**src/rtl/wb_port_arbiter.sv**
```systemverilog
// wb_port_arbiter
//   Shares the single register-file write port between the in-order pipeline
//   writeback and a long-latency functional unit (mul/div). Pipeline writes win;
//   long-latency results wait in a small FIFO and drain into idle port slots.
//   A starvation counter forces one DRAIN cycle that stalls the pipeline.
//
// Ports
//   clk, rst                 clock, synchronous active-high reset
//   pipeWE/pipeRd/pipeData   pipeline writeback request
//   llValid/llRd/llData      long-latency result, accepted when llReady=1
//   llReady                  FIFO has room (based on registered occupancy)
//   WEOut/rdOut/dataOut      registered register-file write
//   pipeStallOut             registered; holds MM/writeback this cycle
//   fifoCount                current FIFO occupancy
module wb_port_arbiter #(
  parameter int width       = 32,
  parameter int rsWidth     = 5,
  parameter int fifoDepth   = 2,
  parameter int starveLimit = 4
) (
  input  logic                         clk,
  input  logic                         rst,
  input  logic                         pipeWE,
  input  logic [rsWidth-1:0]           pipeRd,
  input  logic [width-1:0]             pipeData,
  input  logic                         llValid,
  input  logic [rsWidth-1:0]           llRd,
  input  logic [width-1:0]             llData,
  output logic                         llReady,
  output logic                         WEOut,
  output logic [rsWidth-1:0]           rdOut,
  output logic [width-1:0]             dataOut,
  output logic                         pipeStallOut,
  output logic [$clog2(fifoDepth):0]   fifoCount
);

  localparam int PW = $clog2(fifoDepth);
  localparam int CW = PW + 1;
  localparam int SW = $clog2(starveLimit + 1);

  typedef enum logic {S_PIPE, S_DRAIN} state_t;

  state_t               state_q, state_d;
  logic                 we_q, we_d;
  logic [rsWidth-1:0]   rd_q, rd_d;
  logic [width-1:0]     data_q, data_d;
  logic                 stall_q, stall_d;
  logic [CW-1:0]        count_q, count_d;
  logic [PW-1:0]        rptr_q, wptr_q;
  logic [SW-1:0]        starve_q, starve_d;

  logic [rsWidth-1:0]   mem_rd   [fifoDepth];
  logic [width-1:0]     mem_data [fifoDepth];

  logic                 enq, deq;
  logic                 fifo_empty;
  logic                 ll_live;
  logic                 pipe_live;

  assign fifo_empty = (count_q == '0);
  assign llReady    = (count_q < CW'(fifoDepth));
  // rd==0 requests never reach the port; an rd==0 long-latency result still
  // completes its handshake but is simply dropped.
  assign ll_live    = llValid && llReady && (llRd != '0);
  assign pipe_live  = pipeWE && (pipeRd != '0);

  always_comb begin
    state_d  = state_q;
    we_d     = 1'b0;
    rd_d     = '0;
    data_d   = '0;
    stall_d  = 1'b0;
    starve_d = starve_q;
    enq      = 1'b0;
    deq      = 1'b0;

    case (state_q)
      S_PIPE: begin
        if (pipe_live) begin
          we_d   = 1'b1;
          rd_d   = pipeRd;
          data_d = pipeData;
          enq    = ll_live;
        end else if (!fifo_empty) begin
          we_d   = 1'b1;
          rd_d   = mem_rd[rptr_q];
          data_d = mem_data[rptr_q];
          deq    = 1'b1;
          enq    = ll_live;
        end else if (ll_live) begin
          // Empty FIFO and free port: write straight through, no reordering risk.
          we_d   = 1'b1;
          rd_d   = llRd;
          data_d = llData;
        end

        if (fifo_empty || deq) begin
          starve_d = '0;
        end else begin
          starve_d = starve_q + SW'(1);
        end

        if (starve_d == SW'(starveLimit)) begin
          state_d = S_DRAIN;
          stall_d = 1'b1;
        end
      end

      S_DRAIN: begin
        // Pipeline is stalled and holding its request; the head owns the port.
        if (!fifo_empty) begin
          we_d   = 1'b1;
          rd_d   = mem_rd[rptr_q];
          data_d = mem_data[rptr_q];
          deq    = 1'b1;
        end
        enq      = ll_live;
        starve_d = '0;
        state_d  = S_PIPE;
      end

      default: state_d = S_PIPE;
    endcase

    count_d = count_q;
    if (enq && !deq) count_d = count_q + CW'(1);
    else if (deq && !enq) count_d = count_q - CW'(1);
  end

  always_ff @(posedge clk) begin
    if (rst) begin
      state_q  <= S_PIPE;
      we_q     <= 1'b0;
      rd_q     <= '0;
      data_q   <= '0;
      stall_q  <= 1'b0;
      count_q  <= '0;
      rptr_q   <= '0;
      wptr_q   <= '0;
      starve_q <= '0;
    end else begin
      state_q  <= state_d;
      we_q     <= we_d;
      rd_q     <= rd_d;
      data_q   <= data_d;
      stall_q  <= stall_d;
      count_q  <= count_d;
      starve_q <= starve_d;
      // Power-of-two depth: pointers wrap naturally.
      if (deq) rptr_q <= rptr_q + PW'(1);
      if (enq) wptr_q <= wptr_q + PW'(1);
    end
  end

  always_ff @(posedge clk) begin
    if (enq) begin
      mem_rd[wptr_q]   <= llRd;
      mem_data[wptr_q] <= llData;
    end
  end

  assign WEOut        = we_q;
  assign rdOut        = rd_q;
  assign dataOut      = data_q;
  assign pipeStallOut = stall_q;
  assign fifoCount    = count_q;

endmodule
```
**config.mk**
```make
export PLATFORM = sky130hd
export DESIGN_NAME = wb_port_arbiter
export DESIGN_NICKNAME = d
export VERILOG_FILES = /design/src/rtl/wb_port_arbiter.sv
export SDC_FILE = /design/constraint.sdc
export NUM_CORES = 1
export LEC_CHECK = 0
export ABC_AREA = 0
export CORE_MARGIN = 3
export CORE_UTILIZATION = 38
export CTS_CLUSTER_DIAMETER = 30
export DETAILED_ROUTE_END_ITERATION = 7
export SLEW_MARGIN = 20
export SYNTH_ARGS = -nofsm -noshare
export SYNTH_HDL_FRONTEND = slang
export SYNTH_SLANG_ARGS = --single-unit
```
**constraint.sdc**
```tcl
create_clock -name clk -period 4.3 [get_ports clk]
set_input_delay 0.43 -clock clk [delete_from_list [all_inputs] [get_ports clk]]
set_output_delay 0.43 -clock clk [all_outputs]
set_load 0.005 [all_outputs]
```
After elaboration in Yosys (flattened, before gate mapping):

Memories as Yosys holds them, arrays and structs flattened. A register that Yosys moved wholly into a read port is not among the register bits.
Index checks and enable logic that the tools add are counted.

* bits of input ports: 78
* word-level logic and storage cells: 66
* bits in writable memories: 74
* memories: 2
* flip-flop bits (word level): 47

* $add $sub $neg: 5
* equal/unequal tests: 1
* magnitude comparators: 1
* bitwise logic cells: 1
* reduce and logical (&&, ||, !) cells: 13
* mux-type cells: 34

Memories
* mem_data: depth 2, width 32, rd ports 1, clocked after memory_dff 1, wr ports 1, RTL line 53 `logic [width-1:0] mem_data [fifoDepth];`
* mem_rd: depth 2, width 5, rd ports 1, clocked after memory_dff 1, wr ports 1, RTL line 52 `logic [rsWidth-1:0] mem_rd [fifoDepth];`

Operators with widths (count)
* 32-bit 2-to-1 mux: 4
* 32-bit one-hot mux with 2 select lines: 1
* 5-bit 2-to-1 mux: 4
* 1-bit 2-to-1 mux: 15
* 5-bit one-hot mux with 2 select lines: 1
* 5-bit nonzero test: 2
* 1-bit one-hot mux with 2 select lines: 4
* 3-bit 2-to-1 mux: 2
* 3-bit one-hot mux with 2 select lines: 1
* 1-bit logical AND: 5
* 2-bit 2-to-1 mux: 2
* 3-bit by 1-bit adder with 3-bit output (second input constant): 1
* 3-bit equality test (second input constant): 1
* 1-bit adder (second input constant): 2
* 2-bit by 1-bit adder with 2-bit output (second input constant): 1
* 1-bit logical NOT: 2
* 2-bit logical NOT: 1
* 2-bit less-than comparator (second input constant): 1
* 2-bit nonzero test: 1
* 2-bit OR reduction: 1
* 2-bit by 1-bit subtractor with 2-bit output (second input constant): 1
* 1-bit logical OR: 1
* 1-bit inverter: 1

Longest topological paths before layout:

Gate-level depths: netlist of run 1.

* depth after elaboration: 10
* gate-level depth with buffers: 8
* depth with buffers taken out: 7

Least setup slack after synthesis of run 1:

OpenSTA, ideal clock, no wires.

* path kind: in2reg
* start: input pipeRd[1]
* end: memory mem_data[0][0], enable pin
* path buffers: 0
* required time: 3.864 ns
* stages: 4
* slack: 1.240 ns
* data arrival time: 2.625 ns
* cells stage by stage: inv_1 a21boi_2 o311a_4 nor2b_1

* cells in the longest elaborated chain, start to end: 6

Ends and longest elaborated chain
* start: declaration: RTL line 24 `input logic [rsWidth-1:0] pipeRd,`
* 5-bit nonzero test: RTL line 65 `assign pipe_live = pipeWE && (pipeRd != '0);`
* 1-bit logical AND: RTL line 65
* 1-bit 2-to-1 mux: RTL line 79 `if (pipe_live) begin`
* 1-bit one-hot mux with 2 select lines: RTL line 77 `case (state_q)`
* named net enq: RTL line 55 `logic enq, deq;`
* 1-bit 2-to-1 mux: RTL line 156 `if (enq) begin`
* 1-bit 2-to-1 mux (implied by the code): RTL line 158 `mem_data[wptr_q] <= llData;`
* end: declaration: RTL line 53

The timed path passes the listed nets, and every way through them passes these cells.

Worst setup path after layout of run 1:

* start: input pipeRd[3]
* end: memory mem_data[0][31], enable pin

Same word-level chain as after synthesis.

==> impl_metrics.prom, run 1 <==
# TYPE chip_impl_metric gauge
chip_impl_metric{name="globalRouteTotalUtil",unit="%"} 16.1
chip_impl_info{name="cts_tree",value="done"} 1
chip_impl_metric{name="remaining_drc_errors",unit=""} 0
chip_impl_metric{name="synth.yosys.warnings",unit=""} 0
chip_impl_metric{name="final_antenna_net_count",unit=""} 0
chip_impl_metric{name="worstHoldPathCells",unit=""} 1
chip_impl_metric{name="layout-drive-gt1-share",unit="%"} 10.5
chip_impl_info{name="timing.rr.end",value="mem_data[0][31]$_DFFE_PP_"} 1
chip_impl_metric{name="antenna_cells",unit=""} 0
chip_impl_metric{name="final-setup-viol-count",unit=""} 0
chip_impl_metric{name="required",unit="ns"} 4.39
chip_impl_metric{name="static_leakage",unit="nW"} 2.24
chip_impl_metric{name="floorplan.core_area",unit="um^2"} 11700
chip_impl_metric{name="die_h",unit="um"} 117
chip_impl_metric{name="finalHoldViolCount",unit=""} 0
chip_impl_metric{name="max_clock_freq",unit="GHz"} 0.403
chip_impl_metric{name="clkLatencyLatePin",unit="ns"} 0.40
chip_impl_metric{name="numCtsBuffers",unit=""} 17
chip_impl_info{name="critical_path.cell_chain",value="clkdlybuf4s50_1 -> nor4_4 -> a21boi_2 -> o311a_4 -> nor2b_4 -> buf_4"} 1
chip_impl_metric{name="seq_cells_post_synth",unit=""} 121
chip_impl_info{name="min_path_type",value="flip-flop to flip-flop"} 1
chip_impl_metric{name="clock-sinks",unit=""} 121
chip_impl_info{name="crit-reg2reg-launch",value="fifoCount[1]$_SDFFE_PP0P_"} 1
chip_impl_metric{name="layout.filler_cells",unit=""} 969
chip_impl_metric{name="grt_pass1_wl",unit="mm"} 16.5
chip_impl_metric{name="hpwl_after_detailed_placement",unit="mm"} 6.77
chip_impl_metric{name="floorplan.rows",unit=""} 39
chip_impl_info{name="worstHoldEndpoint",value="starve_q[0]$_SDFF_PP0_"} 1
chip_impl_info{name="worst_hold_startpoint",value="starve_q[0]$_SDFF_PP0_"} 1
chip_impl_info{name="worstSetupEndpointType",value="flip-flop"} 1
chip_impl_metric{name="finalWorstPathRequiredPeriod",unit="ns"} 2.48
chip_impl_metric{name="grt_pass1_vias",unit=""} 3181
chip_impl_metric{name="initial_core_utilization",unit="%"} 39.7
chip_impl_info{name="grt_setup_unrepaired",value="no"} 1
chip_impl_metric{name="finalMaxSlewViolations",unit=""} 0
chip_impl_info{name="worst_setup_path_start_kind",value="input pin"} 1
chip_impl_metric{name="post_cts.repair.setup_buffers",unit=""} 0
chip_impl_metric{name="grt_remaining_overflow",unit=""} 0
chip_impl_metric{name="ioPinCount",unit=""} 120
chip_impl_metric{name="placement.io_buffers",unit=""} 119
chip_impl_metric{name="synth.yosys.seq_area_share",unit="%"} 68.0
chip_impl_metric{name="post_synth.cell_area_avg",unit="um^2"} 14.5
chip_impl_metric{name="vias",unit=""} 3100
chip_impl_metric{name="synth_fp_nets",unit=""} 401
chip_impl_metric{name="netlist_area",unit="um^2"} 4650
chip_impl_info{name="clockRootBuffer",value="sky130_fd_sc_hd__clkbuf_16"} 1
chip_impl_metric{name="antenna_found_initial",unit=""} 0
chip_impl_metric{name="drt-pass1-iter-count",unit=""} 4
chip_impl_metric{name="path_clk_slew",unit="ns"} 0.05
chip_impl_metric{name="rr_worst_depth",unit=""} 4
chip_impl_metric{name="max_cap_viol_count",unit=""} 0
chip_impl_metric{name="placed_cells",unit=""} 568
chip_impl_metric{name="finish.net_count",unit=""} 524
chip_impl_metric{name="worst_ep_arrival_time",unit="ns"} 2.57
chip_impl_metric{name="timing_worst_slew_pin_value",unit="ns"} 0.947
chip_impl_metric{name="cp_slowest_stage_delay",unit="ns"} 0.61
chip_impl_info{name="outcome",value="finished clean"} 1
chip_impl_metric{name="grt_start_max_net_pins",unit=""} 62
chip_impl_metric{name="die_area",unit="um^2"} 13600
chip_impl_metric{name="setup-tns-final",unit="ns"} 0
chip_impl_metric{name="relSlewSlack",unit="%"} 36.8
chip_impl_metric{name="avg_wl_per_cell",unit="um"} 17.5
chip_impl_info{name="worst-setup-path-type",value="input pin to flip-flop"} 1
chip_impl_metric{name="cts_hold_buf",unit=""} 0
chip_impl_metric{name="area.growth.synth_to_final",unit="%"} 41.0
chip_impl_metric{name="die_width",unit="um"} 117
chip_impl_metric{name="p_per_area",unit="nW/um^2"} 537
chip_impl_metric{name="reg2reg_slack",unit="ns"} 2.18
chip_impl_metric{name="finalCritPeriodShare",unit="%"} 57.7
chip_impl_metric{name="routed_wl",unit="mm"} 10.5
chip_impl_metric{name="post_synth_inst_count",unit=""} 321
chip_impl_metric{name="gp_congestion",unit=""} 0.722
chip_impl_metric{name="finalClockSkew",unit="ns"} 0.0116
chip_impl_metric{name="layout.cells.non_filler",unit=""} 600
chip_impl_metric{name="crit_fanout",unit=""} 24
chip_impl_metric{name="post_cts.resized_instances",unit=""} 0
chip_impl_metric{name="drt-initial-drc-count",unit=""} 267
chip_impl_metric{name="max-vdd-ir-drop",unit="mV"} 0.284
chip_impl_metric{name="cts_buffer_depth",unit=""} 2
chip_impl_metric{name="avgViaCountPerCell",unit=""} 5.17
chip_impl_metric{name="clock_tree.htree_level_count",unit=""} 4
chip_impl_info{name="critical_path.slowest_cell",value="sky130_fd_sc_hd__nor2b_4"} 1
chip_impl_metric{name="synth.distinct_cells",unit=""} 31
## synthesized netlist by cell type
cell type	n	area share, %
sky130_fd_sc_hd__edfxtp_1	74	48
sky130_fd_sc_hd__dfxtp_1	47	20
sky130_fd_sc_hd__nor3_1	38	4.1
sky130_fd_sc_hd__a221o_1	37	8.0
sky130_fd_sc_hd__mux2i_1	37	8.0
sky130_fd_sc_hd__nor2b_1	24	3.2
sky130_fd_sc_hd__buf_2	10	1.1
sky130_fd_sc_hd__nor2_1	9	0.73
sky130_fd_sc_hd__clkbuf_1	8	0.65
sky130_fd_sc_hd__a21oi_1	5	0.54
sky130_fd_sc_hd__buf_4	3	0.48
sky130_fd_sc_hd__a21boi_2	2	0.48
sky130_fd_sc_hd__ha_1	2	0.54
sky130_fd_sc_hd__inv_1	2	0.16
sky130_fd_sc_hd__nand2_1	2	0.16
sky130_fd_sc_hd__nand2b_1	2	0.27
sky130_fd_sc_hd__o21ai_0	2	0.22
sky130_fd_sc_hd__or2_2	2	0.27
sky130_fd_sc_hd__or3_1	2	0.27
sky130_fd_sc_hd__xor2_1	2	0.38
sky130_fd_sc_hd__and2_1	1	0.13
sky130_fd_sc_hd__and3_1	1	0.13
sky130_fd_sc_hd__mux2_4	1	0.32
sky130_fd_sc_hd__nand3_1	1	0.11
sky130_fd_sc_hd__nor3b_1	1	0.16
sky130_fd_sc_hd__nor3b_2	1	0.27
sky130_fd_sc_hd__nor4_4	1	0.46
sky130_fd_sc_hd__nor4b_1	1	0.19
sky130_fd_sc_hd__o311a_4	1	0.46
sky130_fd_sc_hd__o31ai_1	1	0.16
sky130_fd_sc_hd__xnor2_1	1	0.19
## worst max-delay path: cells and delay by family
kind                   cells  cell delay, ns
AND/OR/NAND/NOR            2            0.70
buffers and inverters      2            0.88
AO/OA/AOI/OAI              2            0.53
## stage by stage
step                setup WS [ns]  utilization (%)  hold slack (ns)  instance area (um^2)  total power [mW]
finish                       1.82             56.0            0.441                  6560              3.52
global route                 1.52             56.0            0.480                  6560              3.70
CTS                          1.77             56.0            0.443                  6560              3.57
detailed placement           1.36             51.2            0.438                  6000              2.23
global placement             1.38             51.2            0.421                  6000              2.22
floorplan                    1.24                -            0.412                  4650              1.90
## cell type report
type                    count  area [um^2]  share of cell area, %
clock inverters            12          128                   1.95
inverters                   2         7.51                  0.114
repair buffers            125         1240                   18.8
well taps                 143          179                   2.73
flip-flops and latches    121         3160                   48.2
clock buffers              20          437                   6.66
multi-input cells         177         1410                   21.5
## power breakdown
group          switching [mW]  total (mW)  internal [mW]
Combinational           0.339       0.707          0.368
Sequential             0.0642        1.49           1.43
Clock                   0.479        1.33          0.849
Total                   0.882        3.52           2.64
## worst max path at each step
stage | start | endpoint | slack, ns | cells past startpoint
2_1_floorplan | pipeRd[1] | mem_data[0][0]$_DFFE_PP_ | 1.24 | 4
3_3_place_gp | rst | rdOut[2]$_SDFF_PP0_ | 1.38 | 4
3_5_place_dp | pipeRd[3] | mem_data[0][4]$_DFFE_PP_ | 1.36 | 6
4_1_cts | pipeRd[3] | mem_rd[0][0]$_DFFE_PP_ | 1.77 | 6
5_1_grt | rst | state_q$_SDFF_PP0_ | 1.52 | 6
6_report | pipeRd[3] | mem_data[0][31]$_DFFE_PP_ | 1.82 | 6
## placed cells by master, fill, tap and decap left out, types with 3 or more instances in the layout
master                            instances
sky130_fd_sc_hd__a21oi_1                  4
sky130_fd_sc_hd__dfxtp_1                 46
sky130_fd_sc_hd__buf_4                    6
sky130_fd_sc_hd__clkbuf_16               17
sky130_fd_sc_hd__mux2i_1                 37
sky130_fd_sc_hd__clkdlybuf4s50_1        119
sky130_fd_sc_hd__nor2_1                   9
sky130_fd_sc_hd__nor2b_1                 23
sky130_fd_sc_hd__clkinv_2                 4
sky130_fd_sc_hd__clkbuf_1                 3
sky130_fd_sc_hd__a221o_1                 37
sky130_fd_sc_hd__clkinvlp_4               4
sky130_fd_sc_hd__nor3_1                  38
sky130_fd_sc_hd__edfxtp_1                74
## state kept, by name, indices dropped and copies added, names as in the netlist, named ones only
name       cells
WEOut          1
dataOut       32
fifoCount      2
mem_data      64
mem_rd        10
rdOut          5
rptr_q         1
starve_q       3
state_q        1
wptr_q         1
## logic make-up after synthesis
kind of cell    after synthesis  share of synthesized area, %
flops                       121                          68.0
simple gates                 86                          10.5
compound gates               48                          9.81
mux                          38                          8.28
buf+inv                      23                          2.37
xor+xnor                      3                         0.565
fa+ha+maj                     2                         0.538
## routing by layer
layer / global-route usage, % / part of all wire, % / up-vias
li1: - / - / 1501
met1: 22.4 / 46 / 1476
met2: 24.1 / 46 / 116
met3: 5.23 / 8.0 / 7
met4: 5.20 / 0.68 / 0
met5: 0 / 0 / -
Note: power is estimated with default switching activity, not from simulation.
==> inputs of run 2 (changes only) <==
--- a/config.mk
+++ b/config.mk
@@ -10,6 +10,7 @@
 export CORE_UTILIZATION = 38
 export CTS_CLUSTER_DIAMETER = 30
 export DETAILED_ROUTE_END_ITERATION = 7
+export PLACE_DENSITY = 0.67
 export SLEW_MARGIN = 20
 export SYNTH_ARGS = -nofsm -noshare
 export SYNTH_HDL_FRONTEND = slang
==> constraint.sdc (replaced) <==
create_clock -name clk -period 2.2 [get_ports clk]
set_input_delay 0.22 -clock clk [delete_from_list [all_inputs] [get_ports clk]]
set_output_delay 0.22 -clock clk [all_outputs]
set_load 0.005 [all_outputs]
==> impl_metrics.prom, run 2 (synthesis results as in run 1) <==
# TYPE chip_impl_metric gauge
chip_impl_info{name="worstHoldEndpoint",value="mem_data[1][7]$_DFFE_PP_"} 1
chip_impl_metric{name="numCtsBuffers",unit=""} 17
chip_impl_metric{name="grt_pass1_wl",unit="mm"} 17.1
chip_impl_metric{name="rr_worst_depth",unit=""} 6
chip_impl_metric{name="hpwl_after_detailed_placement",unit="mm"} 7.40
chip_impl_metric{name="remaining_drc_errors",unit=""} 0
chip_impl_metric{name="critical_path_buf_inv_count",unit=""} 2
chip_impl_metric{name="finalWorstPathRequiredPeriod",unit="ns"} 2.09
chip_impl_metric{name="finish.net_count",unit=""} 550
chip_impl_metric{name="die_width",unit="um"} 117
chip_impl_metric{name="antenna_cells",unit=""} 0
chip_impl_info{name="worst_hold_startpoint",value="llData[7]"} 1
chip_impl_metric{name="total_power",unit="mW"} 7.19
chip_impl_metric{name="worst_ep_arrival_time",unit="ns"} 2.42
chip_impl_metric{name="clock-sinks",unit=""} 121
chip_impl_metric{name="finalCritPeriodShare",unit="%"} 95.0
chip_impl_metric{name="floorplan.rows",unit=""} 39
chip_impl_info{name="final_common_cell",value="sky130_fd_sc_hd__clkdlybuf4s50_1"} 1
chip_impl_metric{name="clkLatencyLatePin",unit="ns"} 0.40
chip_impl_info{name="outcome",value="finished clean"} 1
chip_impl_metric{name="final_area",unit="um^2"} 6820
chip_impl_metric{name="timing_worst_slew_pin_value",unit="ns"} 0.617
chip_impl_info{name="min_path_type",value="input pin to flip-flop"} 1
chip_impl_info{name="clockRootBuffer",value="sky130_fd_sc_hd__clkbuf_16"} 1
chip_impl_info{name="critPathTopFamily",value="simple AND/OR/NAND/NOR gates"} 1
chip_impl_metric{name="finalHoldViolCount",unit=""} 0
chip_impl_info{name="timing.rr.end",value="fifoCount[1]$_SDFFE_PP0P_"} 1
chip_impl_metric{name="static_leakage",unit="nW"} 2.41
chip_impl_metric{name="final-setup-viol-count",unit=""} 0
chip_impl_metric{name="grt_remaining_overflow",unit=""} 0
chip_impl_metric{name="routed_wl",unit="mm"} 10.8
chip_impl_metric{name="globalRouteTotalUtil",unit="%"} 16.6
chip_impl_metric{name="finalClockSkew",unit="ns"} 0.0123
chip_impl_metric{name="post_cts.repair.setup_buffers",unit=""} 0
chip_impl_info{name="register_bank_with_the_most_flops",value="mem_data"} 1
chip_impl_metric{name="max_clock_freq",unit="GHz"} 0.479
chip_impl_metric{name="required",unit="ns"} 2.53
chip_impl_metric{name="floorplan.core_area",unit="um^2"} 11700
chip_impl_metric{name="cts_buffer_depth",unit=""} 2
chip_impl_metric{name="path_clk_slew",unit="ns"} 0.05
chip_impl_metric{name="gp_congestion",unit=""} 0.787
chip_impl_metric{name="cts_hold_buf",unit=""} 0
chip_impl_metric{name="initial_core_utilization",unit="%"} 39.7
chip_impl_metric{name="die_area",unit="um^2"} 13600
chip_impl_metric{name="placed_area",unit="um^2"} 6210
chip_impl_info{name="most-common-layout-cells",value="sky130_fd_sc_hd__clkdlybuf4s50_1 (119), sky130_fd_sc_hd__edfxtp_1 (74), sky130_fd_sc_hd__dfxtp_1 (46), sky130_fd_sc_hd__nor3_1 (38)"} 1
chip_impl_metric{name="setup-tns-final",unit="ns"} 0
chip_impl_metric{name="cp_slowest_stage_delay",unit="ns"} 0.45
chip_impl_metric{name="avg_wl_per_cell",unit="um"} 17.2
chip_impl_metric{name="drt-pass1-iter-count",unit=""} 4
chip_impl_metric{name="placement.io_buffers",unit=""} 119
chip_impl_metric{name="grt_pass1_vias",unit=""} 3425
chip_impl_metric{name="ioPinCount",unit=""} 120
chip_impl_metric{name="finalMaxSlewViolations",unit=""} 0
chip_impl_metric{name="clock_tree.htree_level_count",unit=""} 4
chip_impl_info{name="grt_setup_unrepaired",value="no"} 1
chip_impl_info{name="crit-reg2reg-launch",value="fifoCount[1]$_SDFFE_PP0P_"} 1
chip_impl_info{name="worstSetupEndpointType",value="flip-flop"} 1
chip_impl_metric{name="grt_start_max_net_pins",unit=""} 38
chip_impl_metric{name="avgViaCountPerCell",unit=""} 5.14
chip_impl_metric{name="relSlewSlack",unit="%"} 58.8
chip_impl_info{name="cts_tree",value="done"} 1
chip_impl_metric{name="number_of_flip_flops_under_the_largest_register_name",unit=""} 64
chip_impl_metric{name="post_cts.resized_instances",unit=""} 0
chip_impl_info{name="worst-setup-path-type",value="input pin to flip-flop"} 1
chip_impl_metric{name="worstHoldPathCells",unit=""} 1
chip_impl_metric{name="max-vdd-ir-drop",unit="mV"} 0.415
chip_impl_info{name="critical_path.slowest_cell",value="sky130_fd_sc_hd__clkdlybuf4s50_1"} 1
chip_impl_metric{name="die_h",unit="um"} 117
chip_impl_metric{name="reg2reg_slack",unit="ns"} 0.17
chip_impl_info{name="worst_setup_path_start_kind",value="input pin"} 1
chip_impl_metric{name="drt-initial-drc-count",unit=""} 178
chip_impl_info{name="critical_path.cell_chain",value="clkdlybuf4s50_1 -> nor4_4 -> a21boi_2 -> o311a_4 -> buf_4 -> ha_1 -> or3_1 -> a21oi_1"} 1
chip_impl_metric{name="crit_fanout",unit=""} 3
chip_impl_metric{name="p_per_area",unit="nW/um^2"} 1050
chip_impl_metric{name="max_cap_viol_count",unit=""} 0
chip_impl_metric{name="final_antenna_net_count",unit=""} 0
chip_impl_metric{name="antenna_found_initial",unit=""} 0
chip_impl_metric{name="area.growth.synth_to_final",unit="%"} 46.7
chip_impl_metric{name="vias",unit=""} 3213
chip_impl_metric{name="layout-drive-gt1-share",unit="%"} 15.1
==> run 2: changes by cell type in the layout (fill, tap and decap cells not counted), sizes merged <==
| cell | previous run | this run |
|---|---|---|
| clkbuf | 20 | 22 |
| clkinvlp | 4 | 0 |
| bufinv | 2 | 3 |
| buf | 6 | 32 |
==> run 2: metal layers <==
layer	wire length, um	GRT usage, %	vias up	part of all wire, %
li1	-	-	1547	-
met1	4880	22.1	1556	45
met2	5110	25.9	106	47
met3	729	6.22	4	6.8
met4	46	4.36	0	0.43
met5	0	0	-	0
==> run 2: worst reg2reg max path: stages, from the launching register on <==
cell and delay [ns]:
sky130_fd_sc_hd__dfxtp_1 0.33, sky130_fd_sc_hd__or2_2 0.37, sky130_fd_sc_hd__o311a_4 0.32, sky130_fd_sc_hd__buf_4 0.15
sky130_fd_sc_hd__ha_1 0.31, sky130_fd_sc_hd__or3_1 0.34, sky130_fd_sc_hd__a21oi_1 0.14
==> run 2: stage by stage <==
stage / utilization (%) / worst slack [ns] / std cells / hold WS (ns)
finish: 58.3 / 0.111 / 625 / 0.432
global route: 58.3 / 0.0197 / 625 / 0.415
floorplan: - / 0.0351 / 321 / 0.319
detailed placement: 53.0 / -0.366 / 593 / 0.436
global placement: 53.0 / -0.300 / 593 / 0.419
CTS: 58.0 / 0.0539 / 624 / 0.419
==> run 2: worst max path at each step <==
stage | startpoint | endpoint | slack, ns | depth (start not counted)
floorplan | fifoCount[0]$_SDFFE_PP0P_ | mem_data[0][0]$_DFFE_PP_ | 0.04 | 3
global placement | pipeRd[3] | mem_data[0][25]$_DFFE_PP_ | -0.30 | 5
detailed placement | pipeRd[3] | mem_data[0][25]$_DFFE_PP_ | -0.37 | 5
CTS | pipeRd[3] | mem_data[0][27]$_DFFE_PP_ | 0.05 | 5
global route | pipeRd[4] | fifoCount[1]$_SDFFE_PP0P_ | 0.02 | 9
finish | pipeRd[0] | fifoCount[1]$_SDFFE_PP0P_ | 0.11 | 8
==> run 2: area by class of cell <==
class	instances	area [um^2]
Fill cell	939	4890
Sequential cell	121	3160
Timing Repair Buffer	151	1480
Multi-Input combinational cell	177	1410
Clock buffer	22	464
Tap cell	143	179
Clock inverter	9	124
Inverter	2	7.51
==> run 2: report_power, final <==
group          leakage, nW  internal, mW  switching [mW]
Sequential            1.07          2.78          0.0929
Combinational         1.05         0.839           0.738
Clock                0.293          1.82           0.909
Total                 2.41          5.45            1.74
==> inputs of run 3 (changes only) <==
--- a/config.mk
+++ b/config.mk
@@ -11,6 +11,7 @@
 export CTS_CLUSTER_DIAMETER = 30
 export DETAILED_ROUTE_END_ITERATION = 7
 export PLACE_DENSITY = 0.67
+export SKIP_LAST_GASP = 1
 export SLEW_MARGIN = 20
 export SYNTH_ARGS = -nofsm -noshare
 export SYNTH_HDL_FRONTEND = slang
==> results of run 3 <==
No change in the layout: final DEF, timing and power equal those of run 2.
